[config.mk]
export PLATFORM = sky130hd
export DESIGN_NAME = coarse_gain_agc_flat
export DESIGN_NICKNAME = d
export VERILOG_FILES = /design/src/rtl/coarse_gain_agc_if.sv /design/src/rtl/coarse_gain_agc.sv /design/src/flat_wrapper.sv
export SDC_FILE = /design/constraint.sdc
export NUM_CORES = 1
export LEC_CHECK = 0
export ABC_AREA = 1
export BUFFER_PORTS_ARGS = -buffer_cell sky130_fd_sc_hd__buf_2
export CORE_UTILIZATION = 48
export CTS_BUF_LIST = sky130_fd_sc_hd__clkbuf_16
export DETAILED_ROUTE_END_ITERATION = 16
export PLACE_DENSITY_LB_ADDON = 0.08
export SLEW_MARGIN = 20
export SYNTH_ARGS = -nofsm -noshare
export SYNTH_HDL_FRONTEND = slang
export SYNTH_SLANG_ARGS = --single-unit
[constraint.sdc]
create_clock -name clk_i -period 6.55 [get_ports clk_i]
set_clock_uncertainty 0.05 [all_clocks]
set_input_delay 0.655 -clock clk_i [delete_from_list [all_inputs] [get_ports clk_i]]
set_output_delay 0.655 -clock clk_i [all_outputs]
set_load 0.01 [all_outputs]
[src/rtl/coarse_gain_agc_if.sv]
// Purpose: bundles the AGC control, monitored sample and gain outputs between the controller and its user.
// Latency: none, wires only.
// Backpressure: none; data_i is one sample per cycle, the outputs are free-running registers.
// Ports: enable/config/data in toward the controller; log2_gain_o, gain_update_o, state_o out of it.
interface coarse_gain_agc_if #(
    parameter int DATA_WIDTH      = 14,
    parameter int WIDTH_LOG2_GAIN = 2,
    parameter int WINDOW_WIDTH    = 16
);
    logic                          enable_i;
    logic [WIDTH_LOG2_GAIN-1:0]    init_log2_gain_i;
    logic [WINDOW_WIDTH-1:0]       window_len_i;
    logic [7:0]                    clip_limit_i;
    logic [3:0]                    quiet_windows_i;
    logic signed [DATA_WIDTH-1:0]  data_i;
    logic [WIDTH_LOG2_GAIN-1:0]    log2_gain_o;
    logic                          gain_update_o;
    logic [1:0]                    state_o;

    // slave: the controller itself
    modport slave (
        input  enable_i, init_log2_gain_i, window_len_i, clip_limit_i, quiet_windows_i, data_i,
        output log2_gain_o, gain_update_o, state_o
    );

    // master: whoever configures the controller and feeds it samples
    modport master (
        output enable_i, init_log2_gain_i, window_len_i, clip_limit_i, quiet_windows_i, data_i,
        input  log2_gain_o, gain_update_o, state_o
    );
endinterface

[src/rtl/coarse_gain_agc.sv]
// Purpose: AGC for the coarse power-of-two gain stage; counts clips/loud samples per window and steps the gain.
// Latency: gain decision registered one cycle after the last window sample; SETTLE_CYCLES blanking after each change.
// Backpressure: none; one sample consumed every MEASURE cycle, enable_i low aborts to IDLE on the next edge.
// Ports: clk_i, rst_i (async active-high), agc (slave modport: enable/config/data in, gain/pulse/state out).
module coarse_gain_agc #(
    parameter int DATA_WIDTH      = 14,
    parameter int MAX_LOG2_GAIN   = 3,
    parameter int WIDTH_LOG2_GAIN = 2,
    parameter int WINDOW_WIDTH    = 16,
    parameter int SETTLE_CYCLES   = 4
) (
    input  logic            clk_i,
    input  logic            rst_i,
    coarse_gain_agc_if.slave agc
);
    typedef enum logic [1:0] {
        ST_IDLE    = 2'd0,
        ST_MEASURE = 2'd1,
        ST_SETTLE  = 2'd2
    } state_e;

    localparam int SW = (SETTLE_CYCLES > 1) ? $clog2(SETTLE_CYCLES) : 1;
    localparam logic [WIDTH_LOG2_GAIN-1:0] MAX_G = WIDTH_LOG2_GAIN'(MAX_LOG2_GAIN);
    localparam logic [SW-1:0]              SETTLE_LAST = SW'(SETTLE_CYCLES - 1);
    localparam logic signed [DATA_WIDTH-1:0] CLIP_POS = {1'b0, {(DATA_WIDTH-1){1'b1}}};
    localparam logic signed [DATA_WIDTH-1:0] CLIP_NEG = {1'b1, {(DATA_WIDTH-1){1'b0}}};
    localparam logic signed [DATA_WIDTH-1:0] LOUD_POS = DATA_WIDTH'(2 ** (DATA_WIDTH - 3));
    localparam logic signed [DATA_WIDTH-1:0] LOUD_NEG = -LOUD_POS;

    state_e                      state_q, state_d;
    logic [WIDTH_LOG2_GAIN-1:0]  gain_q, gain_d;
    logic                        upd_q, upd_d;
    logic [WINDOW_WIDTH-1:0]     sample_cnt_q, sample_cnt_d;
    logic [WINDOW_WIDTH-1:0]     win_len_q, win_len_d;
    logic [7:0]                  clip_lim_q, clip_lim_d;
    logic [3:0]                  quiet_lim_q, quiet_lim_d;
    logic [7:0]                  clip_cnt_q, clip_cnt_d;
    logic                        loud_q, loud_d;
    logic [3:0]                  quiet_cnt_q, quiet_cnt_d;
    logic [SW-1:0]               settle_cnt_q, settle_cnt_d;

    logic                        is_clip, is_loud, win_start, win_end, clip_trig;
    logic [WINDOW_WIDTH-1:0]     win_len_eff, cnt_now;
    logic [7:0]                  clip_lim_eff, clip_now;
    logic [3:0]                  quiet_lim_eff, quiet_inc;
    logic                        loud_now;
    logic [WIDTH_LOG2_GAIN-1:0]  init_clamped;

    assign is_clip = (agc.data_i == CLIP_POS) || (agc.data_i == CLIP_NEG);
    assign is_loud = (agc.data_i >= LOUD_POS) || (agc.data_i <= LOUD_NEG);

    // Settings are taken live on the first sample of a window (so a
    // 1-sample window can decide immediately) and held from the latch after.
    assign win_start     = (sample_cnt_q == '0);
    assign win_len_eff   = !win_start ? win_len_q :
                           (agc.window_len_i == '0) ? WINDOW_WIDTH'(1) : agc.window_len_i;
    assign clip_lim_eff  = !win_start ? clip_lim_q :
                           (agc.clip_limit_i == '0) ? 8'd1 : agc.clip_limit_i;
    assign quiet_lim_eff = !win_start ? quiet_lim_q :
                           (agc.quiet_windows_i == '0) ? 4'd1 : agc.quiet_windows_i;

    // Counts including the current sample, used for the window-end decision.
    assign cnt_now   = sample_cnt_q + WINDOW_WIDTH'(1);
    assign clip_now  = (clip_cnt_q == 8'hFF) ? 8'hFF : clip_cnt_q + {7'd0, is_clip};
    assign loud_now  = loud_q | is_loud;
    assign win_end   = (cnt_now == win_len_eff);
    assign clip_trig = (clip_now >= clip_lim_eff);
    assign quiet_inc = (quiet_cnt_q == 4'hF) ? 4'hF : quiet_cnt_q + 4'd1;

    assign init_clamped = (agc.init_log2_gain_i > MAX_G) ? MAX_G : agc.init_log2_gain_i;

    always_comb begin
        state_d      = state_q;
        gain_d       = gain_q;
        upd_d        = 1'b0;
        sample_cnt_d = sample_cnt_q;
        win_len_d    = win_len_q;
        clip_lim_d   = clip_lim_q;
        quiet_lim_d  = quiet_lim_q;
        clip_cnt_d   = clip_cnt_q;
        loud_d       = loud_q;
        quiet_cnt_d  = quiet_cnt_q;
        settle_cnt_d = settle_cnt_q;

        if (state_q == ST_IDLE || !agc.enable_i) begin
            // Disable wins over any same-cycle decision; IDLE tracks init gain.
            if (state_q == ST_IDLE) begin
                gain_d = init_clamped;
            end
            state_d      = agc.enable_i ? ST_MEASURE : ST_IDLE;
            sample_cnt_d = '0;
            clip_cnt_d   = '0;
            loud_d       = 1'b0;
            quiet_cnt_d  = '0;
            settle_cnt_d = '0;
        end else if (state_q == ST_MEASURE) begin
            win_len_d   = win_len_eff;
            clip_lim_d  = clip_lim_eff;
            quiet_lim_d = quiet_lim_eff;
            if (!win_end) begin
                sample_cnt_d = cnt_now;
                clip_cnt_d   = clip_now;
                loud_d       = loud_now;
            end else begin
                sample_cnt_d = '0;
                clip_cnt_d   = '0;
                loud_d       = 1'b0;
                if (clip_trig) begin
                    quiet_cnt_d = '0;
                    if (gain_q != '0) begin
                        gain_d       = gain_q - WIDTH_LOG2_GAIN'(1);
                        upd_d        = 1'b1;
                        state_d      = ST_SETTLE;
                        settle_cnt_d = '0;
                    end
                end else if (!loud_now) begin
                    if (quiet_inc >= quiet_lim_eff) begin
                        if (gain_q < MAX_G) begin
                            gain_d       = gain_q + WIDTH_LOG2_GAIN'(1);
                            upd_d        = 1'b1;
                            quiet_cnt_d  = '0;
                            state_d      = ST_SETTLE;
                            settle_cnt_d = '0;
                        end else begin
                            quiet_cnt_d = quiet_lim_eff;
                        end
                    end else begin
                        quiet_cnt_d = quiet_inc;
                    end
                end else begin
                    quiet_cnt_d = '0;
                end
            end
        end else begin
            // SETTLE: blank the gain pipeline, window counters already cleared.
            if (settle_cnt_q == SETTLE_LAST) begin
                state_d      = ST_MEASURE;
                settle_cnt_d = '0;
            end else begin
                settle_cnt_d = settle_cnt_q + SW'(1);
            end
        end
    end

    always_ff @(posedge clk_i or posedge rst_i) begin
        if (rst_i) begin
            state_q      <= ST_IDLE;
            gain_q       <= '0;
            upd_q        <= 1'b0;
            sample_cnt_q <= '0;
            win_len_q    <= '0;
            clip_lim_q   <= '0;
            quiet_lim_q  <= '0;
            clip_cnt_q   <= '0;
            loud_q       <= 1'b0;
            quiet_cnt_q  <= '0;
            settle_cnt_q <= '0;
        end else begin
            state_q      <= state_d;
            gain_q       <= gain_d;
            upd_q        <= upd_d;
            sample_cnt_q <= sample_cnt_d;
            win_len_q    <= win_len_d;
            clip_lim_q   <= clip_lim_d;
            quiet_lim_q  <= quiet_lim_d;
            clip_cnt_q   <= clip_cnt_d;
            loud_q       <= loud_d;
            quiet_cnt_q  <= quiet_cnt_d;
            settle_cnt_q <= settle_cnt_d;
        end
    end

    assign agc.log2_gain_o   = gain_q;
    assign agc.gain_update_o = upd_q;
    assign agc.state_o       = state_q;
endmodule

[src/flat_wrapper.sv]
// flat-port wrapper written by rule: the top's interface ports become plain ports
module coarse_gain_agc_flat 
#(
    parameter int DATA_WIDTH      = 14,
    parameter int MAX_LOG2_GAIN   = 3,
    parameter int WIDTH_LOG2_GAIN = 2,
    parameter int WINDOW_WIDTH    = 16,
    parameter int SETTLE_CYCLES   = 4
)
  (clk_i, rst_i, agc_enable_i, agc_init_log2_gain_i, agc_window_len_i, agc_clip_limit_i, agc_quiet_windows_i, agc_data_i, agc_log2_gain_o, agc_gain_update_o, agc_state_o);
  coarse_gain_agc_if #(.DATA_WIDTH(DATA_WIDTH), .WIDTH_LOG2_GAIN(WIDTH_LOG2_GAIN), .WINDOW_WIDTH(WINDOW_WIDTH)) agc_i ();
  input  logic clk_i;
  input  logic rst_i;
  input wire logic [$bits(agc_i.enable_i)-1:0] agc_enable_i;
  input wire logic [$bits(agc_i.init_log2_gain_i)-1:0] agc_init_log2_gain_i;
  input wire logic [$bits(agc_i.window_len_i)-1:0] agc_window_len_i;
  input wire logic [$bits(agc_i.clip_limit_i)-1:0] agc_clip_limit_i;
  input wire logic [$bits(agc_i.quiet_windows_i)-1:0] agc_quiet_windows_i;
  input wire logic [$bits(agc_i.data_i)-1:0] agc_data_i;
  output wire logic [$bits(agc_i.log2_gain_o)-1:0] agc_log2_gain_o;
  output wire logic [$bits(agc_i.gain_update_o)-1:0] agc_gain_update_o;
  output wire logic [$bits(agc_i.state_o)-1:0] agc_state_o;
  assign agc_i.enable_i = agc_enable_i;
  assign agc_i.init_log2_gain_i = agc_init_log2_gain_i;
  assign agc_i.window_len_i = agc_window_len_i;
  assign agc_i.clip_limit_i = agc_clip_limit_i;
  assign agc_i.quiet_windows_i = agc_quiet_windows_i;
  assign agc_i.data_i = agc_data_i;
  assign agc_log2_gain_o = agc_i.log2_gain_o;
  assign agc_gain_update_o = agc_i.gain_update_o;
  assign agc_state_o = agc_i.state_o;
  coarse_gain_agc #(.DATA_WIDTH(DATA_WIDTH), .MAX_LOG2_GAIN(MAX_LOG2_GAIN), .WIDTH_LOG2_GAIN(WIDTH_LOG2_GAIN), .WINDOW_WIDTH(WINDOW_WIDTH), .SETTLE_CYCLES(SETTLE_CYCLES)) u_core (.clk_i(clk_i), .rst_i(rst_i), .agc(agc_i));
endmodule
==> reports/metrics.csv, run 1 <==
metric;value;unit
reg2reg end;u_core.quiet_cnt_q[3]$_DFFE_PP0P_;
initial antenna violation count;0;
PD cells;373;nW/um^2
CTS-repair resized insts;0;
Mapped Area;4640;um^2
nets@finish;813;
static leakage;0.00281;uW
number of global-route vias before repair;4207;
Final Max Tran Viols;0;
Synth Area in Compound Gates;10.2;%
CP Capture Type;register;
WHS Path Cells;2;
initial detailed-routing violation count;348;
Worst-Margin Slew;0.851;ns
Power Total;1990;uW
Initial DRT Pass Iterations;5;
Root Buffer;clkbuf_16;
die width;100;um
antenna cells;0;
Die Ht;100;um
number of core rows;35;
final instance area;5320;um^2
Core Region;9280;um^2
layout cells sized above 1;11.6;%
Worst Setup Start Kind;input port;
largest family of logic cells by synthesized area;simple AND/OR/NAND/NOR gates;
gr ovfl total;0;
top cell type by total area after synthesis;dfrtp_1;
worst flop-to-flop path startpoint;u_core.sample_cnt_q[0]$_DFFE_PP0P_;
CP Launch Point;agc_data_i[13];
via/cell ratio;5.25;
maximum VDD drop;0.230;mV
reg-to-reg slack, setup;2.35;ns
CP cell instances;buf_2, inv_1, nand4_1, or4_1, o41ai_1, ha_1, nand3_1, nor3_1, inv_1, nor2_1, nor2_1, nor2_1, inv_1, ha_1, a21oi_1, o21a_1, nand3_1, nor4_1, o211ai_1, o21ai_1;
hpwl dp;8980;um
I/O pins;52;
wirelength, routed;12300;um
Max-cap violations;0;
sequential share of the synthesized area;34.5;%
Hold Slack;0.425;ns
later-pin clock latency in the skew report;0.34;ns
Synth Register Bits;64;
Synth warnings;0;
worst path required time;6.76;ns
average routed wire per standard cell;13.9;um
Worst Setup Path Type;input port to register;
Worst slew margin;43.3;%
final hold violation count;0;
average cell area after synthesis;6.62;um^2
min Tclk post-route;4.26;ns
status;complete, no violations;
GRT Total Usage;25.7;%
Synth Area in XOR/XNOR;1.13;%
Routed Antenna Nets;0;
CTS Sinks;64;
Synth Instances;701;
HP Class;register to register;
synth top area cells;dfrtp_1 (35%), nand2_1 (19%), inv_1 (6.7%);
hold_sp;u_core.settle_cnt_q[1]$_DFFE_PP0P_;
critical path's largest stage delay;0.70;ns
slowest CP cell;nor4_1;
Fmax;235;MHz
Max clock buf depth;2;
FF-to-FF path depth;17;
share of Yosys cell area claimed by the top area cell type;34.5;%
CTS HTree Levels;3;
post-synthesis mux area share;1.73;%
Buf/Inv on CP;4;
DRC violations left;0;
first-pass GRT wire length;20000;um
Post-Synth Adder-Cell Area;4.85;%
CTS Hold Buffers Added;0;
fin util;57.3;%
critical path data arrival time;4.47;ns
Final setup viols;0;
post-placement cell area;4980;um^2
RSZ-0062 raised after global routing;no;
Area Overhead vs Synth;14.7;%
die area;10100;um^2
vias post-DR;4627;
crit share post-route;65.0;%
hold path endpoint;u_core.settle_cnt_q[1]$_DFFE_PP0P_;
initial core utilization;50.0;%
CTS tree;done;
Netlist cell types;33;
cts bufs inserted;9;
simple-gate share of the synthesized area;38.6;%
largest net degree at the start of global routing;65;
setup_tns;0;ns
# port buffers;51;
Final Wtd Congestion;0.862;
syn nets;766;
post-CTS setup buffers;0;
clock-pin transition on the worst setup and hold timing paths;0.06;ns
cell family with most CP delay;simple AND/OR/NAND/NOR gates;
Worst Path Max Fanout;7;
## worst max-delay path by stage
stage / end / slack, ns / cells after the start
after global placement: u_core.quiet_cnt_q[3]$_DFFE_PP0P_ / 2.23 / 20
after detailed placement: u_core.quiet_cnt_q[3]$_DFFE_PP0P_ / 2.05 / 20
after floorplan: u_core.quiet_cnt_q[3]$_DFFE_PP0P_ / 2.76 / 19
final: u_core.quiet_cnt_q[3]$_DFFE_PP0P_ / 2.29 / 20
after CTS: u_core.quiet_cnt_q[3]$_DFFE_PP0P_ / 2.35 / 20
after global routing: u_core.quiet_cnt_q[0]$_DFFE_PP0P_ / 1.90 / 17
## cell usage after synthesis (all sizes together)
cell type,n
o22ai,17
nand2,237
o21a,2
nand4,16
a31oi,1
nor3,4
clkbuf,8
o211ai,5
xor2,6
ha,18
nor4,3
nor4b,1
nand3,58
nand3b,9
o21ai,46
or2,3
inv,86
nor2,85
mux2i,8
o41ai,1
dfrtp,64
buf,9
or4,1
a21oi,12
o21bai,1
## power breakdown
part / leakage, uW / internal (uW) / total [uW] / switching, uW
Combinational: 0.00180 / 282 / 851 / 569
Clock: 0.000164 / 372 / 564 / 191
Sequential: 0.000844 / 504 / 573 / 69.0
## registers in the layout (all words and copies together) (netlist names)
signal and flops:
u_core.agc.log2_gain_o 2, u_core.clip_cnt_q 8, u_core.quiet_lim_q 4, u_core.sample_cnt_q 16
u_core.quiet_cnt_q 4, u_core.agc.state_o 2, u_core.settle_cnt_q 2, u_core.agc.gain_update_o 1
u_core.clip_lim_q 8, u_core.loud_q 1, u_core.win_len_q 16
## area by class of cell
class	count	area (um^2)
repair buffers	53	270
inverters	86	323
clock buffers	9	225
fillers	936	3960
well taps	129	161
flip-flops and latches	64	1600
multi-input cells	534	2620
clock inverters	7	119
## logic make-up (layout without fill, tap and decap cells)
kind of cell	after synthesis	count (layout)
and+or+nand+nor	417	417
buffers and inverters	103	155
AOI/OAI and AO/OA	85	85
DFF	64	64
adders and majority gates	18	18
muxes	8	8
xor gates and xnor gates	6	6
## stage by stage
stage	setup slack [ns]	instances
2_1_floorplan	2.76	701
3_3_place_gp	2.23	866
3_5_place_dp	2.05	866
4_1_cts	2.35	882
5_1_grt	1.90	882
6_report	2.29	882
## worst reg2reg max path: cells and delay by family (launching register included)
family | cells | cell delay (ns)
adders and majority gates | 2 | 0.39
and+or+nand+nor | 7 | 2.03
buffers and inverters | 3 | 0.45
DFF | 1 | 0.45
AOI/OAI and AO/OA | 5 | 0.76
## layout by cell type, fill, tap and decap left out, types with 2 or more instances in the layout
| cell | count |
|---|---|
| dfrtp_1 | 64 |
| nand3_1 | 58 |
| nor2_1 | 79 |
| o21a_1 | 2 |
| o21ai_0 | 39 |
| o22ai_1 | 17 |
| nand3b_1 | 9 |
| buf_2 | 51 |
| nor2_2 | 3 |
| nand2_4 | 2 |
| nand2_2 | 3 |
| nand2_1 | 232 |
| nor4_1 | 3 |
| ha_1 | 18 |
| inv_2 | 5 |
| o211ai_1 | 5 |
| nand4_1 | 16 |
| nor3_1 | 4 |
| o21ai_1 | 7 |
| a21oi_1 | 12 |
| buf_4 | 2 |
| clkbuf_16 | 9 |
| xor2_1 | 6 |
| mux2i_1 | 8 |
| inv_1 | 81 |
| bufinv_16 | 3 |
| nor2_4 | 3 |
| or2_2 | 3 |
## metal layers
metal / vias to the layer above / GRT usage, % / share of wire [%]
li1: 2367 / - / -
met1: 2110 / 37.3 / 49
met4: 0 / 4.68 / 0.62
met2: 141 / 40.5 / 44
met3: 9 / 4.60 / 6.2
met5: - / 0 / 0
Power figures use the tool's default switching activity.
==> run 2: changes to the inputs <==
- clock period: 6.55 -> 4.2 ns (I/O delays scaled with it)
==> reports/metrics.csv, run 2 (synthesis results as in run 1) <==
metric;value;unit
GRT Total Usage;25.7;%
later-pin clock latency in the skew report;0.33;ns
clock-pin transition on the worst setup and hold timing paths;0.06;ns
Root Buffer;clkbuf_16;
fin util;57.0;%
layout cells sized above 1;11.9;%
# port buffers;51;
post-CTS setup buffers;0;
initial detailed-routing violation count;277;
CTS tree;done;
antenna cells;0;
global-route track usage on met1;37.9;%
CP Launch Point;agc_data_i[13];
Max clock buf depth;2;
final hold violation count;0;
HP Class;input port to asynchronous set/reset pin;
Max-cap violations;0;
number of core rows;35;
worst path required time;4.41;ns
critical path's largest stage delay;0.50;ns
Core Region;9280;um^2
most common cell after layout, fill and taps aside;nand2_1;
Hold Slack;0.215;ns
via/cell ratio;5.27;
Final Wtd Congestion;0.893;
I/O pins;52;
CTS-repair resized insts;0;
CTS HTree Levels;3;
die area;10100;um^2
CTS Sinks;64;
DRC violations left;0;
Multi-input gate area;2620;um^2
CP Capture Type;register;
setup_tns;0;ns
maximum VDD drop;0.264;mV
PD cells;561;nW/um^2
initial core utilization;50.0;%
vias post-DR;4663;
Largest regs;u_core.sample_cnt_q: 16 flops, u_core.win_len_q: 16 flops;
static leakage;0.00280;uW
nets@finish;816;
Worst Path Max Fanout;7;
FILL cells;913;
Final setup viols;0;
Initial DRT Pass Iterations;8;
wirelength, routed;12200;um
CTS Hold Buffers Added;0;
RSZ-0062 raised after global routing;no;
M2 GR Usage;39.5;%
Worst-Margin Slew;0.868;ns
Top Usage Layer GRT;met2;
status;complete, no violations;
commonest cells after routing, fill and taps aside;nand2_1 (232), inv_1 (81), nor2_1 (79);
Die Ht;100;um
CP cell instances;buf_2, inv_1, nand4_1, or4_1, o41ai_1, ha_1, nand3_1, nor3_1, inv_1, nor2_1, nor2_1, nor2_1, inv_1, ha_1, a21oi_1, o21a_1, nand3_1, nor4_1, buf_4, o211ai_1, o21ai_1;
Worst Setup Path Type;input port to register;
cts bufs inserted;9;
hpwl dp;9010;um
Routed Antenna Nets;0;
slowest CP cell;or4_1;
first-pass GRT wire length;20200;um
largest net degree at the start of global routing;44;
critical path data arrival time;3.90;ns
Fmax;270;MHz
worst flop-to-flop path startpoint;u_core.sample_cnt_q[0]$_DFFE_PP0P_;
gr ovfl total;0;
Final Max Tran Viols;0;
number of global-route vias before repair;4222;
Worst Setup Start Kind;input port;
average routed wire per standard cell;13.8;um
Worst slew margin;42.0;%
crit share post-route;88.0;%
die width;100;um
Register Area;1600;um^2
Global Route met3 Usage;2.99;%
Area Overhead vs Synth;13.9;%
initial antenna violation count;0;
min Tclk post-route;3.70;ns
[run 2: final timing paths]
| kind | slack (ns) | end | cells past startpoint |
|---|---|---|---|
| min in group clk_i | 0.31 | u_core.agc.state_o[0]$_DFFE_PP0P_ | 3 |
| max in group asynchronous | 2.99 | u_core.sample_cnt_q[7]$_DFFE_PP0P_ | 3 |
| max | 0.50 | u_core.quiet_cnt_q[0]$_DFFE_PP0P_ | 21 |
| max reg2reg | 0.62 | u_core.agc.log2_gain_o[0]$_DFFE_PP0P_ | 19 |
| min | 0.22 | u_core.quiet_lim_q[3]$_DFFE_PP0P_ | 2 |
| min reg2reg | 0.43 | u_core.settle_cnt_q[1]$_DFFE_PP0P_ | 2 |
[run 2: power breakdown]
| part | leakage [uW] | internal (uW) | switching [uW] |
|---|---|---|---|
| Combinational | 0.00181 | 448 | 882 |
| Clock | 0.000141 | 454 | 287 |
| Sequential | 0.000844 | 786 | 108 |
[run 2: routing by layer]
| metal | vias up | share of wire [%] |
|---|---|---|
| met1 | 2132 | 51 |
| met3 | 14 | 5.2 |
| met2 | 138 | 43 |
| met4 | 0 | 1.2 |
| met5 | - | 0 |
| li1 | 2379 | - |
[run 2: final cells by class]
| cell class | instances | area share [%] |
|---|---|---|
| Multi-Input combinational cell | 534 | 49.6 |
| Sequential cell | 64 | 30.3 |
| Inverter | 86 | 6.11 |
| Timing Repair Buffer | 56 | 5.54 |
| Clock buffer | 9 | 4.26 |
| Tap cell | 129 | 3.05 |
| Clock inverter | 6 | 1.16 |
[run 2: critical path, delay by kind of cell]
| family | cells | cell delay (ns) |
|---|---|---|
| AOI/OAI and AO/OA | 5 | 0.57 |
| adders and majority gates | 2 | 0.53 |
| buffers and inverters | 5 | 0.50 |
| and+or+nand+nor | 9 | 1.87 |
[run 2: metrics by stage]
stage / instances / power [uW] / worst slack, ns / instance area [um^2]
after global placement: 869 / 2190 / 0.358 / 5000
after floorplan: 701 / 1920 / 0.640 / 4640
final: 884 / 2960 / 0.502 / 5290
after detailed placement: 869 / 2220 / 0.212 / 5000
after global routing: 884 / 3220 / 0.0192 / 5290
after CTS: 884 / 2960 / 0.532 / 5290
==> run 3: changes to the inputs <==
- CORE_UTILIZATION: 48 -> 45
==> reports/metrics.csv, run 3 (synthesis results as in run 1) <==
metric;value;unit
gr ovfl total;0;
initial antenna violation count;0;
Area Overhead vs Synth;14.0;%
final instance area;5290;um^2
number of global-route vias before repair;4257;
Largest regs;u_core.sample_cnt_q: 16 flops, u_core.win_len_q: 16 flops;
Stages on worst setup path;21;
Final Wtd Congestion;0.872;
cell family with most CP delay;simple AND/OR/NAND/NOR gates;
commonest cells after routing, fill and taps aside;nand2_1 (232), inv_1 (82), nor2_1 (79);
critical path data arrival time;3.94;ns
die area;10700;um^2
crit share post-route;89.1;%
Core Region;9860;um^2
Initial DRT Pass Iterations;5;
Die Ht;104;um
Root Buffer;clkbuf_16;
# port buffers;51;
final hold violation count;0;
nets@finish;817;
via/cell ratio;5.15;
CTS-repair resized insts;0;
FILL cells;963;
static leakage;0.00280;uW
Register Area;1600;um^2
slowest CP cell;or4_1;
cts bufs inserted;9;
Power Total;2970;uW
Worst Path Max Fanout;7;
hpwl dp;9210;um
Max-cap violations;0;
reg2reg end;u_core.quiet_cnt_q[2]$_DFFE_PP0P_;
Worst-Margin Slew;0.845;ns
maximum VDD drop;0.331;mV
post-placement cell area;5010;um^2
Worst Setup Start Kind;input port;
initial detailed-routing violation count;266;
reg-to-reg slack, setup;0.71;ns
PD cells;562;nW/um^2
min Tclk post-route;3.74;ns
CTS HTree Levels;3;
antenna cells;0;
later-pin clock latency in the skew report;0.33;ns
Multi-input gate area;2620;um^2
clock-pin transition on the worst setup and hold timing paths;0.05;ns
largest net degree at the start of global routing;44;
Buf/Inv on CP;5;
worst path required time;4.40;ns
number of core rows;36;
CTS Hold Buffers Added;0;
Max clock buf depth;2;
CTS tree;done;
most common cell after layout, fill and taps aside;nand2_1;
vias post-DR;4587;
Final Max Tran Viols;0;
Final setup viols;0;
setup_tns;0;ns
FF-to-FF path depth;15;
worst flop-to-flop path startpoint;u_core.sample_cnt_q[0]$_DFFE_PP0P_;
post-CTS setup buffers;0;
initial core utilization;47.1;%
Worst Setup Path Type;input port to register;
die width;104;um
Routed Antenna Nets;0;
critical path's largest stage delay;0.50;ns
first-pass GRT wire length;20800;um
DRC violations left;0;
HP Class;input port to asynchronous set/reset pin;
CP Capture Type;register;
CP cell instances;buf_2, inv_1, nand4_1, or4_1, o41ai_1, ha_1, nand3_1, nor3_1, inv_1, nor2_1, nor2_1, nor2_1, inv_1, ha_1, a21oi_1, o21a_1, nand3_1, nor4_1, buf_4, o211ai_1, o21ai_1;
I/O pins;52;
status;complete, no violations;
Worst slew margin;43.6;%
CTS Sinks;64;
RSZ-0062 raised after global routing;no;
layout cells sized above 1;11.5;%
Fmax;267;MHz
GRT Total Usage;24.2;%
average routed wire per standard cell;14.0;um
wirelength, routed;12500;um
[run 3: cell types whose count changed in the layout (fill, tap and decap cells not counted)]
| cell | before | now |
|---|---|---|
| clkinv_1 | 0 | 4 |
| clkinv_4 | 1 | 0 |
| clkinv_2 | 3 | 1 |
| inv_1 | 81 | 82 |
| buf_4 | 5 | 6 |
| clkinvlp_4 | 1 | 0 |
[run 3: metrics by stage]
stage,setup slack (ns),hold slack [ns],std cells,util [%]
2_1_floorplan,0.640,0.396,701,-
3_3_place_gp,0.337,0.411,874,50.8
3_5_place_dp,0.152,0.416,874,50.8
4_1_cts,0.484,0.239,890,53.7
5_1_grt,0.102,0.263,890,53.7
6_report,0.459,0.209,890,53.7
[run 3: power by group]
part | total (uW) | internal (uW) | switching [uW] | leakage [uW]
Combinational | 1360 | 453 | 905 | 0.00182
Clock | 720 | 448 | 272 | 0.000141
Sequential | 894 | 786 | 108 | 0.000844
Total | 2970 | 1690 | 1290 | 0.00280
[run 3: cell type report]
cell class	instances	share of cell area [%]
timing repair buffer	57	5.67
clock buffer	9	4.26
sequential	64	30.3
clock inverter	7	1.02
inverter	86	6.10
multi-input combinational	534	49.6
tap	133	3.14
[run 3: worst max path at each step]
stage                                             to  slack [ns]      startpoint
3_5_place_dp       u_core.quiet_cnt_q[3]$_DFFE_PP0P_        0.15  agc_data_i[13]
4_1_cts            u_core.quiet_cnt_q[2]$_DFFE_PP0P_        0.48  agc_data_i[13]
6_report           u_core.quiet_cnt_q[2]$_DFFE_PP0P_        0.46  agc_data_i[13]
3_3_place_gp   u_core.agc.log2_gain_o[1]$_DFFE_PP0P_        0.34  agc_data_i[13]
5_1_grt            u_core.quiet_cnt_q[3]$_DFFE_PP0P_        0.10  agc_data_i[13]
2_1_floorplan      u_core.quiet_cnt_q[3]$_DFFE_PP0P_        0.64  agc_data_i[13]
[run 3: routing by layer]
metal	track usage, %	vias up	share of wire (%)
met4	4.76	0	0.49
met2	37.3	117	43
met5	0	-	0
met1	35.6	2085	51
met3	4.15	6	5.1
li1	-	2379	-
